### src/rtl/seg_pkg.sv
// rtl/seg_pkg.sv - shared constants and segment table for the seg_scan display scanner
// Contents: DIGITS, SEG_OFF, CTRL_OFF, SEG_TABLE (hex -> g..a segment pattern)
package seg_pkg;

  localparam int DIGITS = 6;

  localparam logic [7:0] SEG_OFF  = 8'h00;
  localparam logic [5:0] CTRL_OFF = 6'h3F;

  // Entry n is the active-high g..a pattern for hex digit n (entry 15 first).
  localparam logic [15:0][6:0] SEG_TABLE = {
    7'h71, 7'h79, 7'h5E, 7'h39, 7'h7C, 7'h77, 7'h6F, 7'h7F,
    7'h07, 7'h7D, 7'h6D, 7'h66, 7'h4F, 7'h5B, 7'h06, 7'h3F
  };

endpackage

### src/rtl/seg_scan_if.sv
// rtl/seg_scan_if.sv - load/display signal bundle for seg_scan
// master: drives load, digit_data, dp; observes seg, ctrl, frame_done, pending
// slave : the scanner side (seg_scan)
interface seg_scan_if;
  import seg_pkg::*;

  logic                  load;
  logic [4*DIGITS-1:0]   digit_data;
  logic [DIGITS-1:0]     dp;
  logic [7:0]            seg;
  logic [DIGITS-1:0]     ctrl;
  logic                  frame_done;
  logic                  pending;

  modport master (
    output load, digit_data, dp,
    input  seg, ctrl, frame_done, pending
  );

  modport slave (
    input  load, digit_data, dp,
    output seg, ctrl, frame_done, pending
  );

endinterface

### src/rtl/seg_decode.sv
// rtl/seg_decode.sv - combinational hex-to-7-segment decoder with blank and dp
// hex   : 4-bit digit value
// blank : force g..a off (leading-zero blanking)
// dp    : decimal point, passed to seg[7]
// seg   : active-high {dp, g..a}
module seg_decode
  import seg_pkg::*;
(
  input  logic [3:0] hex,
  input  logic       blank,
  input  logic       dp,
  output logic [7:0] seg
);

  assign seg = {dp, blank ? 7'h00 : SEG_TABLE[hex]};

endmodule

### src/rtl/seg_scan.sv
// rtl/seg_scan.sv - multiplexed 6-digit 7-segment scanner with double-buffered load
// ck     : system clock, rising edge
// reset  : asynchronous active-low reset
// bus    : seg_scan_if.slave (load, digit_data, dp in; seg, ctrl, frame_done, pending out)
// Build option: SEG_SCAN_BLANK_EN enables leading-zero blanking of digits 1..5.
module seg_scan
  import seg_pkg::*;
#(
  parameter int CLK_DIV = 10000,
  parameter int DIGITS  = 6
) (
  input  logic        ck,
  input  logic        reset,
  seg_scan_if.slave   bus
);

  localparam logic [15:0] DIV_MAX  = 16'(CLK_DIV - 1);
  localparam logic [2:0]  LAST_IDX = 3'(DIGITS - 1);

  logic [15:0] cnt_q, cnt_d;
  logic [2:0]  idx_q, idx_d;
  logic [23:0] stage_data_q, stage_data_d;
  logic [5:0]  stage_dp_q, stage_dp_d;
  logic [23:0] disp_data_q, disp_data_d;
  logic [5:0]  disp_dp_q, disp_dp_d;
  logic        pending_q, pending_d;
  logic [7:0]  seg_q, seg_d;
  logic [5:0]  ctrl_q, ctrl_d;

  logic        tick;
  logic        frame;
  logic [3:0]  act_hex;
  logic        act_dp;
  logic        act_blank;
  logic [7:0]  dec_seg;

  always_comb begin
    tick  = (cnt_q == DIV_MAX);
    frame = tick && (idx_q == LAST_IDX);

    cnt_d = tick ? 16'd0 : cnt_q + 16'd1;

    idx_d = idx_q;
    if (tick) begin
      idx_d = (idx_q == LAST_IDX) ? 3'd0 : idx_q + 3'd1;
    end

    // Transfer reads the pre-edge staging, so a load in the boundary cycle
    // is staged for the next frame rather than displayed now.
    disp_data_d = disp_data_q;
    disp_dp_d   = disp_dp_q;
    pending_d   = pending_q;
    if (frame && pending_q) begin
      disp_data_d = stage_data_q;
      disp_dp_d   = stage_dp_q;
      pending_d   = 1'b0;
    end

    stage_data_d = stage_data_q;
    stage_dp_d   = stage_dp_q;
    if (bus.load) begin
      stage_data_d = bus.digit_data;
      stage_dp_d   = bus.dp;
      pending_d    = 1'b1;
    end

    act_hex = disp_data_q[{idx_q, 2'b00} +: 4];
    act_dp  = disp_dp_q[idx_q];

`ifdef SEG_SCAN_BLANK_EN
    // Blank when this digit and every higher one are zero; digit 0 always shows.
    act_blank = (idx_q != 3'd0) && ((disp_data_q >> {idx_q, 2'b00}) == 24'h0);
`else
    act_blank = 1'b0;
`endif

    seg_d  = dec_seg;
    ctrl_d = ~(6'h01 << idx_q);
  end

  seg_decode u_decode (
    .hex   (act_hex),
    .blank (act_blank),
    .dp    (act_dp),
    .seg   (dec_seg)
  );

  always_ff @(posedge ck or negedge reset) begin
    if (!reset) begin
      cnt_q        <= 16'd0;
      idx_q        <= 3'd0;
      stage_data_q <= 24'h0;
      stage_dp_q   <= 6'h0;
      disp_data_q  <= 24'h0;
      disp_dp_q    <= 6'h0;
      pending_q    <= 1'b0;
      seg_q        <= SEG_OFF;
      ctrl_q       <= CTRL_OFF;
    end else begin
      cnt_q        <= cnt_d;
      idx_q        <= idx_d;
      stage_data_q <= stage_data_d;
      stage_dp_q   <= stage_dp_d;
      disp_data_q  <= disp_data_d;
      disp_dp_q    <= disp_dp_d;
      pending_q    <= pending_d;
      seg_q        <= seg_d;
      ctrl_q       <= ctrl_d;
    end
  end

  assign bus.seg        = seg_q;
  assign bus.ctrl       = ctrl_q;
  assign bus.frame_done = frame;
  assign bus.pending    = pending_q;

endmodule

### src/flat_wrapper.sv
// flat-port wrapper written by rule: the top's interface ports become plain ports
module seg_scan_flat import seg_pkg::*;
#(
  parameter int CLK_DIV = 10000,
  parameter int DIGITS  = 6
)
  (ck, reset, bus_load, bus_digit_data, bus_dp, bus_seg, bus_ctrl, bus_frame_done, bus_pending);
  seg_scan_if bus_i ();
  input  logic ck;
  input  logic reset;
  input wire logic [$bits(bus_i.load)-1:0] bus_load;
  input wire logic [$bits(bus_i.digit_data)-1:0] bus_digit_data;
  input wire logic [$bits(bus_i.dp)-1:0] bus_dp;
  output wire logic [$bits(bus_i.seg)-1:0] bus_seg;
  output wire logic [$bits(bus_i.ctrl)-1:0] bus_ctrl;
  output wire logic [$bits(bus_i.frame_done)-1:0] bus_frame_done;
  output wire logic [$bits(bus_i.pending)-1:0] bus_pending;
  assign bus_i.load = bus_load;
  assign bus_i.digit_data = bus_digit_data;
  assign bus_i.dp = bus_dp;
  assign bus_seg = bus_i.seg;
  assign bus_ctrl = bus_i.ctrl;
  assign bus_frame_done = bus_i.frame_done;
  assign bus_pending = bus_i.pending;
  seg_scan #(.CLK_DIV(CLK_DIV), .DIGITS(DIGITS)) u_core (.ck(ck), .reset(reset), .bus(bus_i));
endmodule
### config.mk
export PLATFORM = sky130hd
export DESIGN_NAME = seg_scan_flat
export DESIGN_NICKNAME = d
export VERILOG_FILES = /design/src/rtl/seg_pkg.sv /design/src/rtl/seg_scan_if.sv /design/src/rtl/seg_decode.sv /design/src/rtl/seg_scan.sv /design/src/flat_wrapper.sv
export SDC_FILE = /design/constraint.sdc
export NUM_CORES = 1
export LEC_CHECK = 0
export BUFFER_PORTS_ARGS = -buffer_cell sky130_fd_sc_hd__buf_4
export CAP_MARGIN = 5
export CORE_ASPECT_RATIO = 0.9
export CORE_MARGIN = 2
export CORE_UTILIZATION = 30
export CTS_CLUSTER_SIZE = 10
export DETAILED_ROUTE_END_ITERATION = 7
export GPL_TIMING_DRIVEN = 0
export PLACE_DENSITY = 0.56
export SLEW_MARGIN = 20
export SYNTH_ARGS = -nofsm -noshare
export SYNTH_HDL_FRONTEND = slang
export SYNTH_SLANG_ARGS = --single-unit
### constraint.sdc
create_clock -name ck -period 3.3 [get_ports ck]
set_clock_uncertainty 0.2 [all_clocks]
set_input_delay 0.66 -clock ck [delete_from_list [all_inputs] [get_ports ck]]
set_output_delay 0.66 -clock ck [all_outputs]
set_load 0.05 [all_outputs]
# Word level (Yosys, flattened, before mapping)
# Memories as Yosys holds them, arrays and structs flattened. A register that Yosys moved wholly into a read port is not among the register bits.
# Cells that the tools add are included.
[op_classes]
n_eq_ne = 2
addsub = 2
muxes = 7
shift = 2
order_cmp = 2
n_reduce_logical = 4
bitwise = 1
[op_table]
columns = ["cell", "n"]
rows = [
  ["indexed part select 24 x 6 -> 4 bit", 1],
  ["adder 16 x 1 -> 16 bit, second input constant", 1],
  ["== test 16 x 14 -> 1 bit, second input constant", 1],
  ["2-to-1 mux 16 bit", 1],
  ["2-to-1 mux 7 bit", 1],
  ["inverter 6 bit", 1],
  ["left shift 1 x 3 -> 6 bit, first input constant", 1],
  ["< comparator 4 x 5 -> 1 bit, second input constant", 1],
  ["< comparator 3 x 4 -> 1 bit, second input constant", 1],
  ["adder 3 x 1 -> 3 bit, second input constant", 1],
  ["binary-select mux 1 bit (select 3 bit)", 1],
  ["== test 3 bit, second input constant", 1],
  ["2-to-1 mux 1 bit", 3],
  ["2-to-1 mux 3 bit", 1],
  ["logical AND 1 bit", 2],
  ["nonzero test 2 bit", 1],
  ["logical NOT 1 bit", 1],
]
[word_totals]
n_memories = 1
mem_bits_ro = 112
regBits = 94
inputBits = 33
word_cells = 30
out_inout_bits = 16
[memory_table]
columns = ["memory", "words", "width", "read_ports", "rd_clocked_by_memory_dff", "write_ports", "line", "rtl"]
rows = [
  ["(name not given)", 16, 7, 1, 1, 0, "seg_decode.sv:15", "assign seg = {dp, blank ? 7'h00 : SEG_TABLE[hex]};"],
]

# Depth between registers and ports, before layout
[depth]
depth_word = 5
depth_mapped = 10
ltp_nobuf = 8

# By module
# Synthesis repeated with hierarchy kept, for this count alone.
[unflattened]
cells_unflattened = 297
area_unflattened_um2 = 4092.7
[by_module_without_submodules]
columns = ["module", "instances", "cells_per_inst", "area_each_um2"]
rows = [
  ["seg_scan", 1, 263, 3816.2],
  ["seg_decode", 1, 34, 276.5],
]

# Worst setup path before layout
# OpenSTA, ideal clock, no wires.
[synth_timing]
path_kind = "register to register"
start = "register u_core.idx_q[0]"
end = "register u_core.seg_q[1] (netlist: u_core.bus.seg[1])"
arrival_time_ps = 2089
path_slack_ps = 892
t_required_ps = 2981
path_stages_with_launch = 8
synth_period_minus_slack_ps = 2408
path_buffers = 1
path_cell_list = "dfrtp_1 buf_6 mux4_2 a21oi_1 inv_1 ha_1 mux2_2 o21a_1"
[synth_via]
elab_chain_cells = 1
[synth_rtl]
columns = ["item", "line", "rtl"]
rows = [
  ["from (decl)", "seg_scan.sv:21", "logic [2:0] idx_q, idx_d;"],
  ["from (signal assigned)", "seg_scan.sv:101", "idx_q <= idx_d;"],
  ["indexed part select 24 x 6 -> 4 bit", "seg_scan.sv:67", "act_hex = disp_data_q[{idx_q, 2'b00} +: 4];"],
  ["to (decl)", "seg_scan.sv:27", "logic [7:0] seg_q, seg_d;"],
]
# Every way passes these cells.
# A chain may end at the register's enable or synchronous reset.

# Final worst setup path
[layout_timing]
start = "register u_core.cnt_q[4]"
end = "output bus_frame_done"
[layout_via]
elab_chain_cells = 2
[layout_rtl]
columns = ["item", "line", "rtl"]
rows = [
  ["from (decl)", "seg_scan.sv:20", "logic [15:0] cnt_q, cnt_d;"],
  ["from (signal assigned)", "seg_scan.sv:100", "cnt_q <= cnt_d;"],
  ["== test 16 x 14 -> 1 bit", "seg_scan.sv:38", "tick = (cnt_q == DIV_MAX);"],
  ["logical AND 1 bit", "seg_scan.sv:39", "frame = tick && (idx_q == LAST_IDX);"],
  ["to (decl)", "flat_wrapper.sv:16", "output wire logic [$bits(bus_i.frame_done)-1:0] bus_frame_done;"],
]
# Every way passes these cells.

==> flow_summary.html <==
<table>
<tr><th>Metric</th><th>Value</th></tr>
<tr><th colspan="2">CTS</th></tr>
<tr><td>H-tree lvl count</td><td>3</td></tr>
<tr><td>Maximum buffer depth of the clock tree</td><td>2</td></tr>
<tr><td>Resize count post-CTS</td><td>0</td></tr>
<tr><td>Clk sinks</td><td>94</td></tr>
<tr><td>TritonCTS clock tree</td><td>done</td></tr>
<tr><td>Clock-pin slew on the worst setup and hold paths</td><td>0.06 ns</td></tr>
<tr><td>TritonCTS buffer count</td><td>9</td></tr>
<tr><td>Setup Fix Bufs, Post-CTS</td><td>0</td></tr>
<tr><td>Root Buffer</td><td>sky130_fd_sc_hd__clkbuf_16</td></tr>
<tr><td>Clock latency on the worst-skew pair</td><td>0.34 ns</td></tr>
<tr><td>CTS Hold Bufs</td><td>0</td></tr>
<tr><th colspan="2">Floorplan</th></tr>
<tr><td>Y dimension of the die</td><td>115 µm</td></tr>
<tr><td>Top-level I/O count</td><td>49</td></tr>
<tr><td>Starting density of the core</td><td>30.6%</td></tr>
<tr><td>Core area</td><td>13300 µm²</td></tr>
<tr><td>Number of core rows</td><td>40</td></tr>
<tr><td>Die area</td><td>14500 µm²</td></tr>
<tr><td>Overall die width</td><td>127 µm</td></tr>
<tr><th colspan="2">Synth</th></tr>
<tr><td>Post-Syn Area</td><td>4080 µm²</td></tr>
<tr><td>Leading post-synthesis cells by cell area</td><td>sky130_fd_sc_hd__dfrtp_1 54%, sky130_fd_sc_hd__mux2_2 19%, sky130_fd_sc_hd__dfstp_2 3.9%</td></tr>
<tr><td>Gate Count Post-Synth</td><td>297</td></tr>
<tr><td>Most instantiated library cell after synthesis</td><td>sky130_fd_sc_hd__dfrtp_1</td></tr>
<tr><td>Synthesis-stage register bit count</td><td>94</td></tr>
<tr><td>Top_reg_cell synth</td><td>sky130_fd_sc_hd__dfrtp_1</td></tr>
<tr><td>Number of flops mapped to enable cells by yosys</td><td>0</td></tr>
<tr><td>Sequential fraction of the synthesis area</td><td>57.9%</td></tr>
<tr><td>Async set-reset flop share out of synthesis</td><td>100%</td></tr>
<tr><td>Most instantiated cells after synthesis</td><td>88 x sky130_fd_sc_hd__dfrtp_1, 67 x sky130_fd_sc_hd__mux2_2, 15 x sky130_fd_sc_hd__nor2_1</td></tr>
<tr><td>Leading area contributor after synthesis</td><td>sky130_fd_sc_hd__dfrtp_1</td></tr>
<tr><td>Synth cell types</td><td>41</td></tr>
<tr><td>Number of warnings printed during yosys synthesis</td><td>0</td></tr>
<tr><td>Top-area cell type share of the netlist area</td><td>54.0%</td></tr>
<tr><td>Mean post-synth cell area</td><td>13.7 µm²</td></tr>
<tr><td>Post-synthesis net count</td><td>339</td></tr>
<tr><th colspan="2">Power and ir drop</th></tr>
<tr><td>Total power</td><td>2.41 mW</td></tr>
<tr><td>Power density cells</td><td>484 nW/µm²</td></tr>
<tr><td>Peak ir drop on the vdd network</td><td>0.000334 V</td></tr>
<tr><td>Cell leakage power</td><td>2.25 nW</td></tr>
<tr><th colspan="2">Critical path</th></tr>
<tr><td>Nature of the critical path startpoint</td><td>flop</td></tr>
<tr><td>CP Capture Type</td><td>output pin</td></tr>
<tr><td>Critical path depth in cells</td><td>6</td></tr>
<tr><td>R2r worst-path depth</td><td>7</td></tr>
<tr><td>Critical Path AT</td><td>1.89 ns</td></tr>
<tr><td>Crit-path cells</td><td>nor4_1 &gt; nand2_1 &gt; nor4_1 &gt; nand2_1 &gt; inv_1 &gt; buf_4</td></tr>
<tr><td>Crit Path Class</td><td>reg2out</td></tr>
<tr><td>Data required time of the worst path</td><td>2.44 ns</td></tr>
<tr><td>Slowest stage delay, CP</td><td>0.44 ns</td></tr>
<tr><td>Crit path max fanout</td><td>6</td></tr>
<tr><td>Buffer and inverter count on the worst path</td><td>2</td></tr>
<tr><td>Crit-path slowest cell</td><td>sky130_fd_sc_hd__dfrtp_1</td></tr>
<tr><td>Startpoint of the lowest-slack register-to-register path</td><td>u_core.idx_q[0]</td></tr>
<tr><td>Category of cells accounting for the largest share of critical-path delay</td><td>simple AND/OR/NAND/NOR gates</td></tr>
<tr><td>R2R Path End</td><td>u_core.bus.seg[1]</td></tr>
<tr><td>Flop-to-flop setup slack</td><td>0.55 ns</td></tr>
<tr><td>First element of the critical path</td><td>u_core.cnt_q[4]</td></tr>
<tr><th colspan="2">Placement</th></tr>
<tr><td>DP Wirelength</td><td>5.30 mm</td></tr>
<tr><td>Global placer's final weighted congestion</td><td>0.734</td></tr>
<tr><td>I/O Buffers</td><td>48</td></tr>
<tr><th colspan="2">Drt</th></tr>
<tr><td>Final wirelength</td><td>7.36 mm</td></tr>
<tr><td># DRC</td><td>0</td></tr>
<tr><td>Detailed router's first-iteration violation count</td><td>112</td></tr>
<tr><td>Residual antenna-violating net count after detailed routing</td><td>0</td></tr>
<tr><td>Routed len/inst</td><td>13.9 µm</td></tr>
<tr><td>Number of optimization iterations in the first detailed-route pass</td><td>4</td></tr>
<tr><td>Vias/cell</td><td>4.47</td></tr>
<tr><td>Total via count after detailed routing</td><td>2367</td></tr>
<tr><th colspan="2">Timing</th></tr>
<tr><td>Endpoints failing hold</td><td>0</td></tr>
<tr><td>Transition time at the pin with the least slew margin</td><td>0.833 ns</td></tr>
<tr><td>Unrepaired setup endpoints after global routing</td><td>false</td></tr>
<tr><td>Final-report setup violation count</td><td>0</td></tr>
<tr><td>Final number of max-transition violations</td><td>0</td></tr>
<tr><td>Part of the cycle the worst path needs</td><td>83.5%</td></tr>
<tr><td>Max Clk Rate</td><td>363 MHz</td></tr>
<tr><td>Worst max-slew margin expressed relative to the limit</td><td>44.5%</td></tr>
<tr><td>Time the worst path needs with I/O delays and setup</td><td>2.75 ns</td></tr>
<tr><td>Post-Route Setup TNS</td><td>0 ns</td></tr>
<tr><th colspan="2">Global route</th></tr>
<tr><td>Via count of the first global-routing pass</td><td>2557</td></tr>
<tr><td>GRT Util Overall</td><td>11.2%</td></tr>
<tr><td>Global-route wire length before repair</td><td>12.6 mm</td></tr>
<tr><td>Number of antenna violations at the first check in global routing</td><td>0</td></tr>
<tr><td>Remaining Overflow, GRT</td><td>0</td></tr>
<tr><td>Pin count of the biggest net entering global routing</td><td>95</td></tr>
<tr><th colspan="2">Outcome</th></tr>
<tr><td>Outcome</td><td>complete, no violations</td></tr>
<tr><th colspan="2">Final layout</th></tr>
<tr><td>Area overhead of the layout relative to synthesis</td><td>21.9%</td></tr>
<tr><td># nets final</td><td>398</td></tr>
<tr><td>Diode insertion count for antenna repair</td><td>0</td></tr>
<tr><td>Layout cell share with drive strength beyond 1</td><td>41.6%</td></tr>
<tr><th colspan="2">Min path</th></tr>
<tr><td>Worst hold path type</td><td>in2async</td></tr>
<tr><th colspan="2">Job</th></tr>
<tr><td>Max cap viols</td><td>0</td></tr>
</table>
[layer usage]
layer  share of wire, %  up-vias  global-route usage, %  wire, µm
li1                   -     1153                      -         -
met1                 48     1160                   14.4      3560
met2                 46       43                   17.6      3360
met3                4.1       11                   3.79       303
met4                1.8        0                   4.40       134
met5                  0        -                      0         0
[area by class of cell]
class | count | area (µm²)
plain buffers | 11 | 85.1
clock buffers | 13 | 250
clock inverters | 3 | 68.8
fillers | 1295 | 8340
inverters | 10 | 37.5
multi-input cells | 182 | 1590
flip-flops and latches | 94 | 2360
well taps | 168 | 210
repair buffers | 48 | 364
[sequential cells by signal, indices dropped and copies added, names as in the netlist]
signal and count:
u_core.bus.ctrl 6, u_core.bus.pending 1, u_core.bus.seg 8, u_core.cnt_q 16, u_core.disp_data_q 24, u_core.disp_dp_q 6, u_core.idx_q 3, u_core.stage_data_q 24
u_core.stage_dp_q 6
[kinds of logic after synthesis]
| group | after synthesis | synth area share (%) |
|---|---|---|
| AOI/OAI and AO/OA | 18 | 3.07 |
| xor gates and xnor gates | 15 | 3.22 |
| adders and majority gates | 9 | 2.76 |
| buffers and inverters | 21 | 3.01 |
| DFF | 94 | 57.9 |
| muxes | 80 | 22.3 |
| and+or+nand+nor | 60 | 7.73 |
[power by group]
| part | switching (mW) | total (mW) | internal, mW |
|---|---|---|---|
| clock network | 0.409 | 1.10 | 0.688 |
| logic | 0.0422 | 0.0995 | 0.0572 |
| registers | 0.0205 | 1.21 | 1.19 |
| total | 0.472 | 2.41 | 1.93 |
[through the flow]
step / hold WS, ns / util [%] / cells / instance area (µm²) / setup WS [ns]
2_1_floorplan: 0.164 / - / 297 / 4080 / 0.892
4_1_cts: 0.235 / 37.3 / 529 / 4970 / 0.507
5_1_grt: 0.266 / 37.3 / 529 / 4970 / 0.392
3_3_place_gp: 0.240 / 34.9 / 513 / 4650 / 0.590
6_report: 0.200 / 37.3 / 529 / 4970 / 0.546
3_5_place_dp: 0.244 / 34.9 / 513 / 4650 / 0.559
[how the worst max path moves through the flow]
stage               slack (ns)                 to
floorplan                 0.89  u_core.bus.seg[1]
global placement          0.59  u_core.bus.seg[1]
detailed placement        0.56  u_core.bus.seg[1]
CTS                       0.51     bus_frame_done
global route              0.39  u_core.bus.seg[6]
finish                    0.55     bus_frame_done
[cell usage in the layout (no fill, tap or decap), drive strengths merged, types with 3 or more instances in the layout]
cell	count
buf	59
mux2i	11
o22ai	3
and3	5
o21ai	3
nor4	3
xor2	7
nor3b	3
dfrtp	88
ha	9
nand3	5
nand2	13
nand2b	3
xnor2	8
clkbuf	13
a21oi	5
nor2	15
mux2	67
inv	11
dfstp	6
(Power assumes the default switching activity.)
